## config.mk

```make
export PLATFORM = sky130hd
export DESIGN_NAME = alu_multicycle_flat
export DESIGN_NICKNAME = d
export VERILOG_FILES = /design/src/rtl/alu_multicycle_if.sv /design/src/rtl/alu_multicycle.sv /design/src/flat_wrapper.sv
export SDC_FILE = /design/constraint.sdc
export NUM_CORES = 1
export LEC_CHECK = 0
export ABC_AREA = 1
export ABC_CLOCK_PERIOD_IN_PS = 4200
export BUFFER_PORTS_ARGS = -buffer_cell sky130_fd_sc_hd__buf_2
export CELL_PAD_IN_SITES_DETAIL_PLACEMENT = 1
export CELL_PAD_IN_SITES_GLOBAL_PLACEMENT = 1
export CORE_ASPECT_RATIO = 0.9
export CORE_UTILIZATION = 30
export CTS_CLUSTER_SIZE = 16
export DETAILED_ROUTE_END_ITERATION = 12
export PLACE_DENSITY_LB_ADDON = 0.1
export SLEW_MARGIN = 20
export SYNTH_ARGS = -nofsm -noshare
export SYNTH_HDL_FRONTEND = slang
export SYNTH_SLANG_ARGS = --single-unit
```

## constraint.sdc

```tcl
create_clock -name clk -period 4.2 [get_ports clk]
set_input_delay 0.84 -clock clk [delete_from_list [all_inputs] [get_ports clk]]
set_output_delay 0.84 -clock clk [all_outputs]
set_load 0.01 [all_outputs]
```

## src/rtl/alu_multicycle_if.sv

```systemverilog
// alu_multicycle_if: request/response bundle between the ALU and its requester/consumer
interface alu_multicycle_if #(parameter int WIDTH = 16);
  logic in_valid, in_ready, cin, out_valid, out_ready, cout, overflow, zero;
  logic [2:0] op;
  logic [WIDTH-1:0] a, b, result, result_hi;
  modport master (
    output in_valid, a, b, cin, op, out_ready,
    input  in_ready, out_valid, result, result_hi, cout, overflow, zero
  );
  modport slave (
    input  in_valid, a, b, cin, op, out_ready,
    output in_ready, out_valid, result, result_hi, cout, overflow, zero
  );
endinterface

```

## src/rtl/alu_multicycle.sv

```systemverilog
// alu_multicycle: single-cycle logic/arith ops plus WIDTH-cycle shift-add unsigned multiply
module alu_multicycle #(parameter int WIDTH = 16) (
  input logic clk,
  input logic reset,
  alu_multicycle_if.slave bus
);
  localparam int CW = $clog2(WIDTH + 1);
  localparam logic [CW-1:0] LAST = CW'(WIDTH - 1);
  typedef enum logic [1:0] {S_IDLE, S_MUL, S_DONE} state_t;
  state_t state_q, state_d;
  logic [WIDTH-1:0] mc_q, mc_d, result_q, result_d, result_hi_q, result_hi_d, res_s;
  logic [2*WIDTH-1:0] p_q, p_d, p_nx;
  logic [CW-1:0] cnt_q, cnt_d;
  logic [WIDTH:0] sum_add, sum_sub, madd;
  logic cout_q, cout_d, ovf_q, ovf_d, cout_s, ovf_s, ovf_add, ovf_sub;
  logic accept, is_mul, last;
  assign is_mul = bus.op == 3'b011;
  assign accept = bus.in_valid && bus.in_ready;
  assign last = cnt_q == LAST;
  always_ff @(posedge clk)
    if (reset) state_q <= S_IDLE;
    else state_q <= state_d;
  always_comb
    state_d = state_q == S_MUL ? (last ? S_DONE : S_MUL) :
              accept ? (is_mul ? S_MUL : S_DONE) :
              (state_q == S_DONE && !bus.out_ready) ? S_DONE : S_IDLE;
  always_comb begin
    bus.in_ready = state_q == S_IDLE || (state_q == S_DONE && bus.out_ready);
    bus.out_valid = state_q == S_DONE;
  end
  assign bus.result = result_q;
  assign bus.result_hi = result_hi_q;
  assign bus.cout = cout_q;
  assign bus.overflow = ovf_q;
  assign bus.zero = result_q == '0;
  assign sum_add = {1'b0, bus.a} + {1'b0, bus.b} + {{WIDTH{1'b0}}, bus.cin};
  assign sum_sub = {1'b0, bus.a} + {1'b0, ~bus.b} + {{WIDTH{1'b0}}, 1'b1};
  assign ovf_add = (bus.a[WIDTH-1] == bus.b[WIDTH-1]) && (sum_add[WIDTH-1] != bus.a[WIDTH-1]);
  assign ovf_sub = (bus.a[WIDTH-1] != bus.b[WIDTH-1]) && (sum_sub[WIDTH-1] != bus.a[WIDTH-1]);
  always_comb begin
    res_s = '0;
    cout_s = 1'b0;
    ovf_s = 1'b0;
    case (bus.op)
      3'b000: res_s = bus.a & bus.b;
      3'b001: res_s = bus.a | bus.b;
      3'b010: {cout_s, res_s, ovf_s} = {sum_add, ovf_add};
      3'b100: res_s = bus.a ^ bus.b;
      3'b101: res_s = ~(bus.a | bus.b);
      3'b110: {cout_s, res_s, ovf_s} = {sum_sub, ovf_sub};
      3'b111: res_s = {{(WIDTH-1){1'b0}}, sum_sub[WIDTH-1] ^ ovf_sub};
      default: res_s = '0;
    endcase
  end
  assign madd = {1'b0, p_q[2*WIDTH-1:WIDTH]} + (p_q[0] ? {1'b0, mc_q} : '0);
  assign p_nx = {madd, p_q[WIDTH-1:1]};
  always_comb begin
    mc_d = mc_q;
    p_d = p_q;
    cnt_d = cnt_q;
    result_d = result_q;
    result_hi_d = result_hi_q;
    cout_d = cout_q;
    ovf_d = ovf_q;
    if (state_q == S_MUL) begin
      p_d = p_nx;
      cnt_d = cnt_q + CW'(1);
      if (last) begin
        result_d = p_nx[WIDTH-1:0];
        result_hi_d = p_nx[2*WIDTH-1:WIDTH];
        cout_d = |p_nx[2*WIDTH-1:WIDTH];
        ovf_d = |p_nx[2*WIDTH-1:WIDTH];
      end
    end
    if (accept && is_mul) begin
      mc_d = bus.a;
      p_d = {{WIDTH{1'b0}}, bus.b};
      cnt_d = '0;
    end
    if (accept && !is_mul) begin
      result_d = res_s;
      result_hi_d = '0;
      cout_d = cout_s;
      ovf_d = ovf_s;
    end
  end
  always_ff @(posedge clk)
    if (reset) begin
      mc_q <= '0;
      p_q <= '0;
      cnt_q <= '0;
      result_q <= '0;
      result_hi_q <= '0;
      cout_q <= 1'b0;
      ovf_q <= 1'b0;
    end else begin
      mc_q <= mc_d;
      p_q <= p_d;
      cnt_q <= cnt_d;
      result_q <= result_d;
      result_hi_q <= result_hi_d;
      cout_q <= cout_d;
      ovf_q <= ovf_d;
    end
endmodule

```

## src/flat_wrapper.sv

```systemverilog
// flat-port wrapper written by rule: the top's interface ports become plain ports
module alu_multicycle_flat 
#(parameter int WIDTH = 16)
  (clk, reset, bus_in_valid, bus_a, bus_b, bus_cin, bus_op, bus_out_ready, bus_in_ready, bus_out_valid, bus_result, bus_result_hi, bus_cout, bus_overflow, bus_zero);
  alu_multicycle_if #(.WIDTH(WIDTH)) bus_i ();
  input logic clk;
  input logic reset;
  input wire logic [$bits(bus_i.in_valid)-1:0] bus_in_valid;
  input wire logic [$bits(bus_i.a)-1:0] bus_a;
  input wire logic [$bits(bus_i.b)-1:0] bus_b;
  input wire logic [$bits(bus_i.cin)-1:0] bus_cin;
  input wire logic [$bits(bus_i.op)-1:0] bus_op;
  input wire logic [$bits(bus_i.out_ready)-1:0] bus_out_ready;
  output wire logic [$bits(bus_i.in_ready)-1:0] bus_in_ready;
  output wire logic [$bits(bus_i.out_valid)-1:0] bus_out_valid;
  output wire logic [$bits(bus_i.result)-1:0] bus_result;
  output wire logic [$bits(bus_i.result_hi)-1:0] bus_result_hi;
  output wire logic [$bits(bus_i.cout)-1:0] bus_cout;
  output wire logic [$bits(bus_i.overflow)-1:0] bus_overflow;
  output wire logic [$bits(bus_i.zero)-1:0] bus_zero;
  assign bus_i.in_valid = bus_in_valid;
  assign bus_i.a = bus_a;
  assign bus_i.b = bus_b;
  assign bus_i.cin = bus_cin;
  assign bus_i.op = bus_op;
  assign bus_i.out_ready = bus_out_ready;
  assign bus_in_ready = bus_i.in_ready;
  assign bus_out_valid = bus_i.out_valid;
  assign bus_result = bus_i.result;
  assign bus_result_hi = bus_i.result_hi;
  assign bus_cout = bus_i.cout;
  assign bus_overflow = bus_i.overflow;
  assign bus_zero = bus_i.zero;
  alu_multicycle #(.WIDTH(WIDTH)) u_core (.clk(clk), .reset(reset), .bus(bus_i));
endmodule
```

-- Yosys cells after proc, flatten, opt, wreduce, memory -nomap -nowiden
Cells that the tools add are included.
- register bits after elaboration: 89
- bitwise operators: 6
- multiplexer cells: 18
- reductions and logical operators: 21
- equality and inequality tests: 14
- add/subtract/negate cells: 6
- operator list (operator ; number):
    one-hot mux 16 bit (7 select lines) ; 1
    2-to-1 mux 16 bit ; 6
    adder 16 x 16 -> 17 bit ; 3
    NOT 16 bit ; 2
    adder 17 x 1 -> 17 bit ; 1
    adder 17 x 1 -> 17 bit, second input constant ; 1
    AND 16 bit ; 1
    zero test 16 bit ; 1
    OR 16 bit ; 1
    OR reduction 16 bit ; 1
    bitwise XOR 16 bit ; 1
    equality test 3 bit, second input constant ; 4
    2-to-1 mux 2 bit ; 5
    logical AND 1 bit ; 7
    equality test 3 x 2 -> 1 bit, second input constant ; 2
    nonzero test 2 bit ; 3
    adder 5 x 1 -> 5 bit, second input constant ; 1
    equality test 5 x 4 -> 1 bit, second input constant ; 1
    2-to-1 mux 1 bit ; 4
    one-hot mux 1 bit (2 select lines) ; 2
    AND reduction 2 bit ; 2
    OR reduction 2 bit ; 2
    equality test 3 x 1 -> 1 bit, second input constant ; 1
    zero test 3 bit ; 1
    8 further kinds ; 11

-- Longest topological paths before layout
- depth after elaboration: 8
- gate-level depth with buffers: 20
- mapped depth without buffers: 19

-- Worst setup path before layout
OpenSTA, ideal clock, no wires.
- kind: input to register
- start: in bus_b[4]
- end: reg u_core.result_q[15] (netlist: u_core.bus.result[15])
- setup time: 121 ps
- arrival: 3091 ps
- cell stages on the path: 18
- buffers on the path: 1
- path slack: 987 ps
- cells stage by stage: inv_1 ha_1 buf_2 inv_1 a21oi_1 o211ai_2 nand2_1 nand3_1 nand2_1 a21oi_1 or2_1 fa_1 inv_1 o22ai_1 a21oi_1 nand4_1 o22ai_1 a21oi_1
- cells in the longest elaborated chain, start to end: 5
- elaborated cells on any way between the ends: 7
- classes of those cells: add/sub: 4; mux: 2; bitwise: 1
- RTL lines (item ; line ; source):
    from (decl) ; flat_wrapper.sv:10 ; input wire logic [$bits(bus_i.b)-1:0] bus_b;
    NOT 16 bit ; alu_multicycle.sv:37 ; assign sum_sub = {1'b0, bus.a} + {1'b0, ~bus.b} + {{WIDTH{1'b0}}, 1'b1};
    adder 16 x 16 -> 17 bit ; alu_multicycle.sv:37 ;
    adder 17 x 1 -> 17 bit ; alu_multicycle.sv:37 ;
    one-hot mux 16 bit (7 select lines) (*) ; alu_multicycle.sv:44 ; case (bus.op)
    2-to-1 mux 16 bit (*) ; alu_multicycle.sv:80 ; if (accept && !is_mul) begin
    to (signal assigned) ; alu_multicycle.sv:100 ; result_q <= result_d;
    to (decl) ; alu_multicycle.sv:11 ; logic [WIDTH-1:0] mc_q, mc_d, result_q, result_d, result_hi_q, result_hi_d, res_s;
Mark *: on every way between the ends. The rest lies on a longest branch, timed or not.
A chain may end at the register's enable or synchronous reset.

-- Final worst setup path
Ends and elaborated chain as after synthesis.

==> results <==
- The routed wirelength normalized by instance count is about 19 um.
- The count of pins on the block boundary is between 70 and 80.
- The combinational family with the most area after synthesis is simple AND/OR/NAND/NOR gates.
- The HPWL reported at the end of detailed placement is 22900 um.
- The layout has roughly 3200 filler cells.
- In the routed design, unresolved DRC markers number 0.
- The peak fanout along the critical path is 8.
- Data on the critical path arrives at its endpoint at 3720 ps.
- The startpoint kind of the worst setup timing path is a primary input.
- The worst-case IR drop observed on VDD is around 0.00016 V.
- The parity-gate share of the synthesized area counting xor and xnor cells is less than 1%.
- Of all cell types, the one taking the most synthesized area is dfxtp_1.
- Yosys attributes the largest share of cell area to dfxtp_1 (24%), nand2_1 (16%), ha_1 (11%).
- The number of detailed-routing iterations run before antenna repair is 5.
- The actual slew at the worst max-slew pin is 880 ps.
- The number of max-slew violations in the final report is 0.
- Measured along the x axis, the die boundary spans approximately 170 um.
- The prevailing post-synth register cell is dfxtp_1.
- The CTS buffer count is 9.
- For this run, the number of Yosys warnings is 0.
- Counting every net in the synthesized netlist gives around 1300.
- The setup violation total in the final timing report is 0.
- The routed layout has between 7000 and 8000 vias.
- Summing the areas of all fa, ha and maj instances in the mapped netlist gives 12.8% of the synthesized area.
- STA puts the critical path data required time at 4420 ps.
- The initial antenna violation count is 0.
- Counting flops and latches in the post-synthesis netlist gives between 80 and 90.
- The number of nets with antenna violations after detailed routing is 0.
- The run finished with clean final reports.
- The synthesized design devotes to its leading area cell type between 20 and 25% of total area.
- The count of maximum capacitance violations is 0.
- The source of the critical timing path is bus_b[4].
- After clock tree synthesis, the clock-pin slew on the worst setup and hold paths is approximately 70 ps.
- The count of buffers inserted at the top-level ports is 76.
- The number of antenna diodes in the final layout is 0.
- Sorting the synthesized cells by how often they occur yields nand2_1 (316), inv_1 (177), dfxtp_1 (89).
- The share of the Yosys chip area taken by registers is about a quarter.
- The number of hold buffers added after CTS is 0.
- The minimum clock period is 3490 ps.
- The root buffer cell is clkbuf_16.
- The worst hold-check path type is reg -> reg.
- The compound-cell area share of the yosys netlist is between 10% and 20%.
- Row generation in the floorplan step produced 54 rows.
- The post-place setup slack is 391 ps.
- The last weighted congestion value of the routability-driven placer is 0.915.
- The fraction of registers with async set or reset after synthesis is 0%.
- The clock sink total is 89.
- The achievable clock frequency is roughly 0.29 GHz.
- The core box area is between 0.02 and 0.025 mm2.
- Of the post-synthesis cell area, the part taken by muxes is 0%.
- The number of post-CTS setup repair buffers is 0.
- After the first detailed-routing iteration, the DRC count stood at roughly 560.
- The final layout contains routed wiring with a total length of 28900 um.
- At the end of the flow the core is filled with cells to 34.4%.
- The overall die height is around 150 um.
- Of the cells placed in the final design, the portion with a size suffix greater than 1 is ~12%.
- Dividing total power by cell area gives a power density of 286 mW/mm2.
- The total count of hold-check failures in the final report is 0.
- In the post-synthesis netlist, the cell with the most instances is nand2_1.
- Summing all non-filler instances in the final layout gives an area of 0.00833 mm2.
- The first global-routing pass estimated ~44000 um of wire.
- The synthesized netlist occupies a cell area of 0.00741 mm2.
- STA classifies the critical path endpoint as a flip-flop.
- The post-synthesis instance total is 1151.
- The total placed instance area is between 0.007 and 0.008 mm2.
- The post-route clock period utilization is between 80% and 90%.
- Final hold analysis gives a worst-case slack of roughly 460 ps.
- The worst clock skew on the final layout is 12.4 ps.
- The total design power is ~2.4 mW.
- Including well taps, the total number of placed cells is 1500.
- The source of the worst hold timing path is u_core.bus.result_hi[1].
- The worst setup path is of the in -> reg kind.
- The synthesis-to-layout area growth is 12.5%.
- After the last flow step, the layout net total stands at between 1000 and 1500.
- The clock latency on the worst-skew pair is 350 ps.
- The CTS tree is done.
- The number of synthesized flops with an enable pin is 0.
- The number of different library cells used by synthesis comes to a little under 60.
- The H-tree was split into 3 levels.
- After detailed routing, the number of vias per cell comes to between 5 and 6.
- The static leakage is ~4.3 nW.
- Global routing used 23.1% of the available tracks across all layers.
- The worst relative slew slack is 41.2%.
- The area of the multi-input gates is 0.00467 mm2.
- Setup repair after global routing left no endpoint under its margin.
- After routing, the total negative slack on setup checks comes to 0 ps.
- The worst path meets setup with just over 700 ps of slack.
- The area of the die is 0.0253 mm2.
- The number of standard cells in the final layout excluding fillers is between 1500 and 2000.
- The simple-gate share of the synthesized area is ~30%.
- Global routing finished with a remaining overflow of 0.
- In this run the critical register-to-register path is launched from u_core.p_q[0].
- The area occupied by registers is around 0.0018 mm2.
- Once the floorplan was initialized, standard cells occupied a little under a third of the core.
- The number of global-route vias before repair is about 7600.
- The average instance in the mapped netlist occupies approximately 6.4 um2.
- The deepest clock path buffer count is 2.
- The number of gates resized after CTS was 0.
- The pin count of the biggest net entering global routing is 53.
[placed cells by master, fill, tap and decap left out, types with 3 or more instances in the layout]
master	count
nand2_1	316
inv_1	177
dfxtp_1	89
a21oi_1	83
buf_2	76
ha_1	68
nor2_1	65
nand3_1	58
o21ai_0	57
o211ai_1	28
a31oi_1	21
nand4_1	15
inv_2	11
clkbuf_16	9
buf_4	9
nor2_2	8
o22ai_1	8
nand3_2	7
nor3_1	7
o221ai_1	7
nand2_2	6
and2_1	6
xor2_1	5
o21ai_1	5
a22o_1	5
fa_1	5
nand3b_1	4
or2_1	4
a21oi_2	3
a211oi_1	3
inv_6	3
[worst max-delay path, stage by stage]
cell and delay [ps]:
buf_2 120, inv_1 60, ha_1 420, inv_1 110
a21oi_1 240, o211ai_2 220, nand2_1 130, nand3_1 70
nand2_1 80, a21oi_1 60, or2_1 230, fa_1 420
inv_1 100, o22ai_1 90, a21oi_1 190, nand4_1 110
o22ai_1 130, a21oi_1 80
[per-layer routing]
| layer | track usage, % | up-vias | wire length [um] |
|---|---|---|---|
| met2 | 35.8 | 201 | 12200 |
| met4 | 5.92 | 0 | 552 |
| met5 | 0 | - | 0 |
| li1 | - | 3856 | - |
| met3 | 3.21 | 25 | 1350 |
| met1 | 33.3 | 3719 | 14800 |
[power by group]
part	switching, mW	internal [mW]	leakage (nW)
Sequential	0.0265	0.871	0.722
Clock	0.386	0.546	0.164
Combinational	0.382	0.171	3.42
Total	0.795	1.59	4.30
[cell type report]
type / instances / share of cell area, %
clock inverter: 6 / 1.14
tap: 308 / 4.62
sequential: 89 / 21.4
multi-input combinational: 829 / 56.1
inverter: 189 / 8.53
clock buffer: 10 / 2.87
timing repair buffer: 85 / 5.38
[sequential cells by signal (all words and copies together), names as in the netlist]
| register | cells |
|---|---|
| u_core.cnt_q | 5 |
| u_core.bus.result_hi | 16 |
| u_core.state_q | 2 |
| u_core.bus.cout | 1 |
| u_core.p_q | 32 |
| u_core.bus.overflow | 1 |
| u_core.mc_q | 16 |
| u_core.bus.result | 16 |
[path summary, 6_finish.rpt]
kind / depth (start not counted) / end / slack [ps]
hold reg to reg: 2 / u_core.bus.result_hi[1] / 460
setup / recovery: 18 / u_core.bus.result[15] / 710
hold / removal: 2 / u_core.bus.result_hi[1] / 460
setup reg to reg: 16 / u_core.bus.cout / 980
[logic make-up after synthesis]
logic type	count (synthesis)
AOI/OAI and AO/OA	240
buffers and inverters	233
xor gates and xnor gates	7
DFF	89
and+or+nand+nor	509
adders and majority gates	73
Note: power is estimated with default switching activity, not from simulation.
